==> config.mk <==
export PLATFORM = sky130hd
export DESIGN_NAME = mpsk_mod_flat
export DESIGN_NICKNAME = d
export VERILOG_FILES = /design/src/rtl/mpsk_mod_if.sv /design/src/rtl/mpsk_mod.sv /design/src/flat_wrapper.sv
export SDC_FILE = /design/constraint.sdc
export NUM_CORES = 1
export LEC_CHECK = 0
export CAP_MARGIN = 40
export CORE_MARGIN = 4
export CORE_UTILIZATION = 64
export DETAILED_ROUTE_END_ITERATION = 8
export DONT_BUFFER_PORTS = 1
export GPL_ROUTABILITY_DRIVEN = 0
export PLACE_DENSITY = 0.8
export SLEW_MARGIN = 20
export SYNTH_ARGS = -nofsm -noshare
export SYNTH_HDL_FRONTEND = slang
export SYNTH_SLANG_ARGS = --single-unit
==> constraint.sdc <==
create_clock -name clk -period 3 [get_ports clk]
set_input_delay 0.9 -clock clk [delete_from_list [all_inputs] [get_ports clk]]
set_output_delay 0.9 -clock clk [all_outputs]
set_load 0.03 [all_outputs]
==> src/rtl/mpsk_mod_if.sv <==
// rtl/mpsk_mod_if.sv - bit-serial valid/ready input stream of the M-PSK modulator
interface mpsk_mod_if;
   logic x;
   logic x_valid;
   logic x_ready;

   modport master (output x, output x_valid, input x_ready);
   modport slave  (input x, input x_valid, output x_ready);
endinterface

==> src/rtl/mpsk_mod.sv <==
// rtl/mpsk_mod.sv - M-ary PSK square-wave modulator: BPS serial bits per symbol, 1-bit carrier out
// Define MPSK_GRAY_EN to treat each symbol as Gray code when selecting the carrier phase.
module mpsk_mod #(
   parameter int BPS = 2,
   parameter int SPC = 8,
   parameter int CPS = 1
) (
   input  logic      clk,
   input  logic      reset,
   mpsk_mod_if.slave s_in,
   output logic      y,
   output logic      sym_start,
   output logic      underrun
);
   localparam int PW = $clog2(SPC);
   localparam int NW = $clog2(BPS + 1);
   localparam int CW = 8;
   localparam logic [PW-1:0] PH_LAST  = PW'(SPC - 1);
   localparam logic [PW-1:0] PH_HALF  = PW'(SPC / 2);
   localparam logic [CW-1:0] CYC_LAST = CW'(CPS - 1);
   localparam logic [NW-1:0] N_FULL   = NW'(BPS);

   function automatic logic [BPS-1:0] map_sym(input logic [BPS-1:0] s);
`ifdef MPSK_GRAY_EN
      logic [BPS-1:0] b;
      b[BPS-1] = s[BPS-1];
      for (int i = BPS - 2; i >= 0; i--) b[i] = b[i+1] ^ s[i];
      return b;
`else
      return s;
`endif
   endfunction

   logic [PW-1:0]  r_ph;
   logic [CW-1:0]  r_cyc;
   logic [BPS-1:0] r_col;
   logic [BPS-1:0] r_sym;
   logic [NW-1:0]  r_n;
   logic           r_active;
   logic           r_y;
   logic           r_sym_start;
   logic           r_underrun;

   logic           w_full;
   logic           w_xfer;
   logic           w_boundary;
   logic           w_load;
   logic           w_active_nxt;
   logic           w_c;
   logic [PW-1:0]  w_ph_nxt;
   logic [PW-1:0]  w_off;
   logic [PW-1:0]  w_sum;
   logic [BPS-1:0] w_sym_nxt;
   logic [BPS-1:0] w_k;

   assign w_full       = (r_n == N_FULL);
   assign s_in.x_ready = ~w_full;
   assign w_xfer       = s_in.x_valid & ~w_full;
   assign w_boundary   = (r_ph == PH_LAST) && (r_cyc == CYC_LAST);
   assign w_load       = w_boundary & w_full;

   // y is registered but must show the new symbol at ph=0 right after the
   // boundary, so the carrier is evaluated on next-state values.
   assign w_ph_nxt     = r_ph + PW'(1);
   assign w_sym_nxt    = w_load ? r_col : r_sym;
   assign w_active_nxt = w_boundary ? w_full : r_active;
   assign w_k          = map_sym(w_sym_nxt);
   assign w_off        = PW'(w_k) << (PW - BPS);
   assign w_sum        = w_ph_nxt + w_off;
   assign w_c          = (w_sum < PH_HALF);

   always_ff @(posedge clk or negedge reset) begin
      if (!reset) begin
         r_ph        <= '0;
         r_cyc       <= '0;
         r_col       <= '0;
         r_sym       <= '0;
         r_n         <= '0;
         r_active    <= 1'b0;
         r_y         <= 1'b0;
         r_sym_start <= 1'b0;
         r_underrun  <= 1'b0;
      end else begin
         r_ph <= w_ph_nxt;
         if (r_ph == PH_LAST)
            r_cyc <= (r_cyc == CYC_LAST) ? '0 : r_cyc + CW'(1);
         if (w_load) begin
            r_n <= '0;
         end else if (w_xfer) begin
            r_col <= BPS'({r_col, s_in.x});
            r_n   <= r_n + NW'(1);
         end
         r_sym       <= w_sym_nxt;
         r_active    <= w_active_nxt;
         r_y         <= w_active_nxt & w_c;
         r_sym_start <= w_load;
         r_underrun  <= w_boundary & ~w_full;
      end
   end

   assign y         = r_y;
   assign sym_start = r_sym_start;
   assign underrun  = r_underrun;
endmodule
==> src/flat_wrapper.sv <==
// flat-port wrapper written by rule: the top's interface ports become plain ports
module mpsk_mod_flat 
#(
   parameter int BPS = 2,
   parameter int SPC = 8,
   parameter int CPS = 1
)
  (clk, reset, y, sym_start, underrun, s_in_x, s_in_x_valid, s_in_x_ready);
  mpsk_mod_if s_in_i ();
  input  logic clk;
  input  logic reset;
  output logic y;
  output logic sym_start;
  output logic underrun;
  input wire logic [$bits(s_in_i.x)-1:0] s_in_x;
  input wire logic [$bits(s_in_i.x_valid)-1:0] s_in_x_valid;
  output wire logic [$bits(s_in_i.x_ready)-1:0] s_in_x_ready;
  assign s_in_i.x = s_in_x;
  assign s_in_i.x_valid = s_in_x_valid;
  assign s_in_x_ready = s_in_i.x_ready;
  mpsk_mod #(.BPS(BPS), .SPC(SPC), .CPS(CPS)) u_core (.clk(clk), .reset(reset), .s_in(s_in_i), .y(y), .sym_start(sym_start), .underrun(underrun));
endmodule
# Yosys cells after proc, flatten, opt, wreduce, memory -nomap -nowiden
# Cells that the tools add are included.
# totals
in_bits	4
regBits	21
word_cells	31
# op_classes
magnitude_cmp	1
bitwise	6
muxes	5
addsub	4
eq_ne	2
n_reduce_logical	4
# op_table
cell	n
adder 8 x 1 -> 8 bit (second input constant)	1
logical NOT 8 bit	1
2-to-1 mux 8 bit	1
2-to-1 mux 2 bit	3
AND 1 bit	4
adder 3 x 1 -> 3 bit (second input constant)	1
adder 3 bit	1
equality test 3 bit (second input constant)	1
< comparator 3 bit (second input constant)	1
adder 2 x 1 -> 2 bit (second input constant)	1
equality test 2 bit (second input constant)	1
inverter 1 bit	2
AND reduction 2 bit	1
nonzero test 2 bit	1
logical AND 1 bit	1
2-to-1 mux 1 bit	1

# Depth between registers and ports, before layout
# depth
ltp_word	7
mapped_depth	8
ltp_nobuf	7

# Worst setup path after synthesis
# OpenSTA, ideal clock, no wires.
# synth_timing
path_kind	reg-to-reg
start	register u_core.r_ph[0]
end	register u_core.r_y, in the netlist u_core.y
slack_ps	1054
setup_time_ps	125
arrival_time_ps	1821
synth_period_minus_slack_ps	1946
required_time_ps	2875
path_stages_with_launch	9
n_path_buf	1
cell_sequence	dfrtp_1 -> ha_1 -> ha_1 -> buf_2 -> or4b_1 -> o21ai_1 -> nand2_1 -> and2_0 -> mux2_2
# synth_via
elab_cells_between_ends	9
classes_between	add/sub: 2; order compare: 1; eq/ne: 1; mux: 2; bitwise: 2; reduce/logical: 1
# synth_rtl
element	line	rtl
from (decl)	mpsk_mod.sv:34	logic [PW-1:0] r_ph;
from (signal assigned)	mpsk_mod.sv:84	r_ph <= w_ph_nxt;
equality test 3 bit	mpsk_mod.sv:59	assign w_boundary = (r_ph == PH_LAST) && (r_cyc == CYC_LAST);
logical AND 1 bit	mpsk_mod.sv:59	
2-to-1 mux 1 bit	mpsk_mod.sv:66	assign w_active_nxt = w_boundary ? w_full : r_active;
named net u_core.w_active_nxt	mpsk_mod.sv:48	logic w_active_nxt;
AND 1 bit	mpsk_mod.sv:95	r_y <= w_active_nxt & w_c;
to (signal assigned)	mpsk_mod.sv:95	
to (decl)	mpsk_mod.sv:40	logic r_y;
# The timed path passes the listed nets, and every way through them passes these cells.
# A chain may end at the register's enable or synchronous reset.

# Worst setup path in the final report
# Ends and elaborated chain as after synthesis.

==> run metrics <==
Leak 0.5139 nW; CP Class reg2reg; Final Hold Vio Count 0; Yosys warning count 0; cts repair resizes 0; Max VDD drop 0.0004355 V; initial antenna violation count 0; RSZ-0062 raised after global routing no; Starting Density 0.7170; total routed wirelength 1527 um; maxcap violations 0; cts hold-fix bufs 0; Startpoint Class flip-flop; vias in the first global route 595; fin worst setup slack 0.8085 ns; Antenna diodes 0; Synth cell types 29; CTS buffer count 3; P&R area growth vs syn 3.065%; row count 13; Die Ht 47.13 um; minimum clock period 2.192 ns; clock tree buffer depth 2; CTS root buffer clkbuf_4; largest net degree at the start of global routing 22; Setup TNS 0 ns; nets@finish 93; final setup vio count 0; achievable frequency 0.4563 GHz; met1 Track Usage GR 0.2475; # IOs 8; Power Dens Cells 633.8 nW/um^2; DPL Wire Length 1150 um; status finished, final reports clean; Synth Cell Area 979.7 um^2; Setup Skew 0.004150 ns; DRT iter0 DRCs 5; fraction of registers with async set/reset 1.000; vias per cell 6.182; die footprint 2221 um^2; Worst R2R Setup Slack 0.81 ns; Total GRT Usage 0.1732; most area-hungry cell type in the Yosys netlist dfrtp_1; clk_lat worst skew 0.29 ns; most common cell in the netlist dfrtp_1; grt met2 use 0.2656; setup repair bufs after CTS 0; Residual DRC 0; RR Endpoint u_core.y; routing usage on met3 0.03831; CTS tree done; syn nets 90; critical path fanouts, max 10; Worst Path Required 3.19 ns; Post-synth EDFFs 0; H-tree lvl count 1; crit path capture type flip-flop; Final ANT Viol Nets 0; GRT busiest layer met2; core area 1366 um^2; #FFs+latches synth 21; ys flop type dfrtp_1; max_slew headroom 0.7747; TritonRoute pass-1 iters 4; GRT Residual Overflow 0; vias 612; Arrival @ worst endpoint 2.38 ns; crit share post-route 0.7305; Seq/Total Area, Yosys 0.5364; Worst R2R Start u_core.r_ph[0]; worst hold margin 0.2845 ns; synth cell count leaders dfrtp_1 (21), nand2_1 (11); average size of a mapped cell 11.95 um^2; clk slew on worst S/H paths 0.11 ns; wire per inst 15.42 um; Gate Count Post-Synth 82; hold crit path type in2async; die width 47.13 um; CTS sink cnt 21; synth top area cells dfrtp_1 (54%), ha_1 (5.1%), nand2_1 (4.2%); first-pass GRT wire length 2670 um; Tightest Pin Transition 0.3380 ns; fraction of layout cells with a size suffix above 1 0.1667; pre-CTS setup slack 0.8690 ns; Slew Viols, Final 0; top-area cell type share of the netlist area 0.5364; worst r2r path cells 7; I/O Buffers 0
power breakdown:
group | leakage, nW | internal, mW | switching [mW]
clock | 0.0177 | 0.0495 | 0.0797
sequential | 0.275 | 0.334 | 0.0474
combinational | 0.222 | 0.0627 | 0.0665
total | 0.514 | 0.446 | 0.194
routing by layer:
metal  up-vias  wire length [um]
li1        286                 -
met3         4                91
met2        18               694
met4         0                19
met5         -                 0
met1       304               722
through the flow:
| stage | instance area (um^2) | utilization | total power [mW] | cells |
|---|---|---|---|---|
| 2_1_floorplan | 979.7 | - | 0.4891 | 82 |
| 3_3_place_gp | 982.2 | 0.7189 | 0.5076 | 95 |
| 3_5_place_dp | 982.2 | 0.7189 | 0.5190 | 95 |
| 4_1_cts | 1010 | 0.7390 | 0.6470 | 99 |
| 5_1_grt | 1010 | 0.7390 | 0.6829 | 99 |
| 6_report | 1010 | 0.7390 | 0.6399 | 99 |
sequential cells by signal, summed over array words and instances, names as in the netlist:
signal	count
u_core.r_sym	2
u_core.y	1
u_core.underrun	1
u_core.r_active	1
u_core.r_cyc	8
u_core.r_n	2
u_core.r_ph	3
u_core.r_col	2
u_core.sym_start	1
worst max-delay path, cell delays in order (launching register included):
cell and delay [ns]:
dfrtp_1 0.40, ha_1 0.17, ha_1 0.35, or4b_1 0.51
o21ai_1 0.17, nand2_1 0.09, and2_0 0.15, mux2_2 0.26
placed cells by master (no fill, tap or decap):
| cell type | instances |
|---|---|
| clkinv_2 | 1 |
| mux2_2 | 3 |
| o21ai_0 | 1 |
| nand4_1 | 3 |
| or3b_2 | 1 |
| a21oi_1 | 3 |
| dfrtp_1 | 21 |
| xor2_1 | 4 |
| xnor2_1 | 3 |
| o22ai_1 | 1 |
| nand2b_1 | 2 |
| clkbuf_4 | 3 |
| and2_0 | 1 |
| or4b_1 | 2 |
| mux2i_1 | 2 |
| and2_2 | 1 |
| nand4_4 | 1 |
| nor2_1 | 4 |
| nor4b_4 | 1 |
| mux2_4 | 1 |
| and3_1 | 1 |
| or2_2 | 1 |
| nor3_2 | 1 |
| ha_1 | 4 |
| and2b_1 | 1 |
| o21ai_1 | 1 |
| inv_1 | 4 |
| a31oi_1 | 1 |
| nand2_1 | 11 |
cell type report:
| class | count | area, um^2 |
|---|---|---|
| clock buffers | 3 | 22.52 |
| clock inverters | 1 | 5.005 |
| flip-flops and latches | 21 | 525.5 |
| multi-input cells | 55 | 422.9 |
| inverters | 4 | 15.01 |
| fillers | 99 | 356.6 |
| well taps | 15 | 18.77 |
cells by family after synthesis:
group	count (synthesis)	share of synthesized area
DFF	21	0.5364
and+or+nand+nor	31	0.2095
xor gates and xnor gates	7	0.06258
muxes	6	0.07024
buffers and inverters	6	0.03192
AOI/OAI and AO/OA	7	0.03831
adders and majority gates	4	0.05109
worst max-delay path by stage:
stage	end	start	slack [ns]
4_1_cts	u_core.y	u_core.r_ph[0]	0.82
3_3_place_gp	u_core.y	u_core.r_ph[0]	0.98
5_1_grt	u_core.y	u_core.r_ph[0]	0.66
3_5_place_dp	u_core.y	u_core.r_ph[0]	0.87
6_report	u_core.y	u_core.r_ph[0]	0.81
2_1_floorplan	u_core.y	u_core.r_ph[0]	1.05
Note: power is estimated with default switching activity, not from simulation.
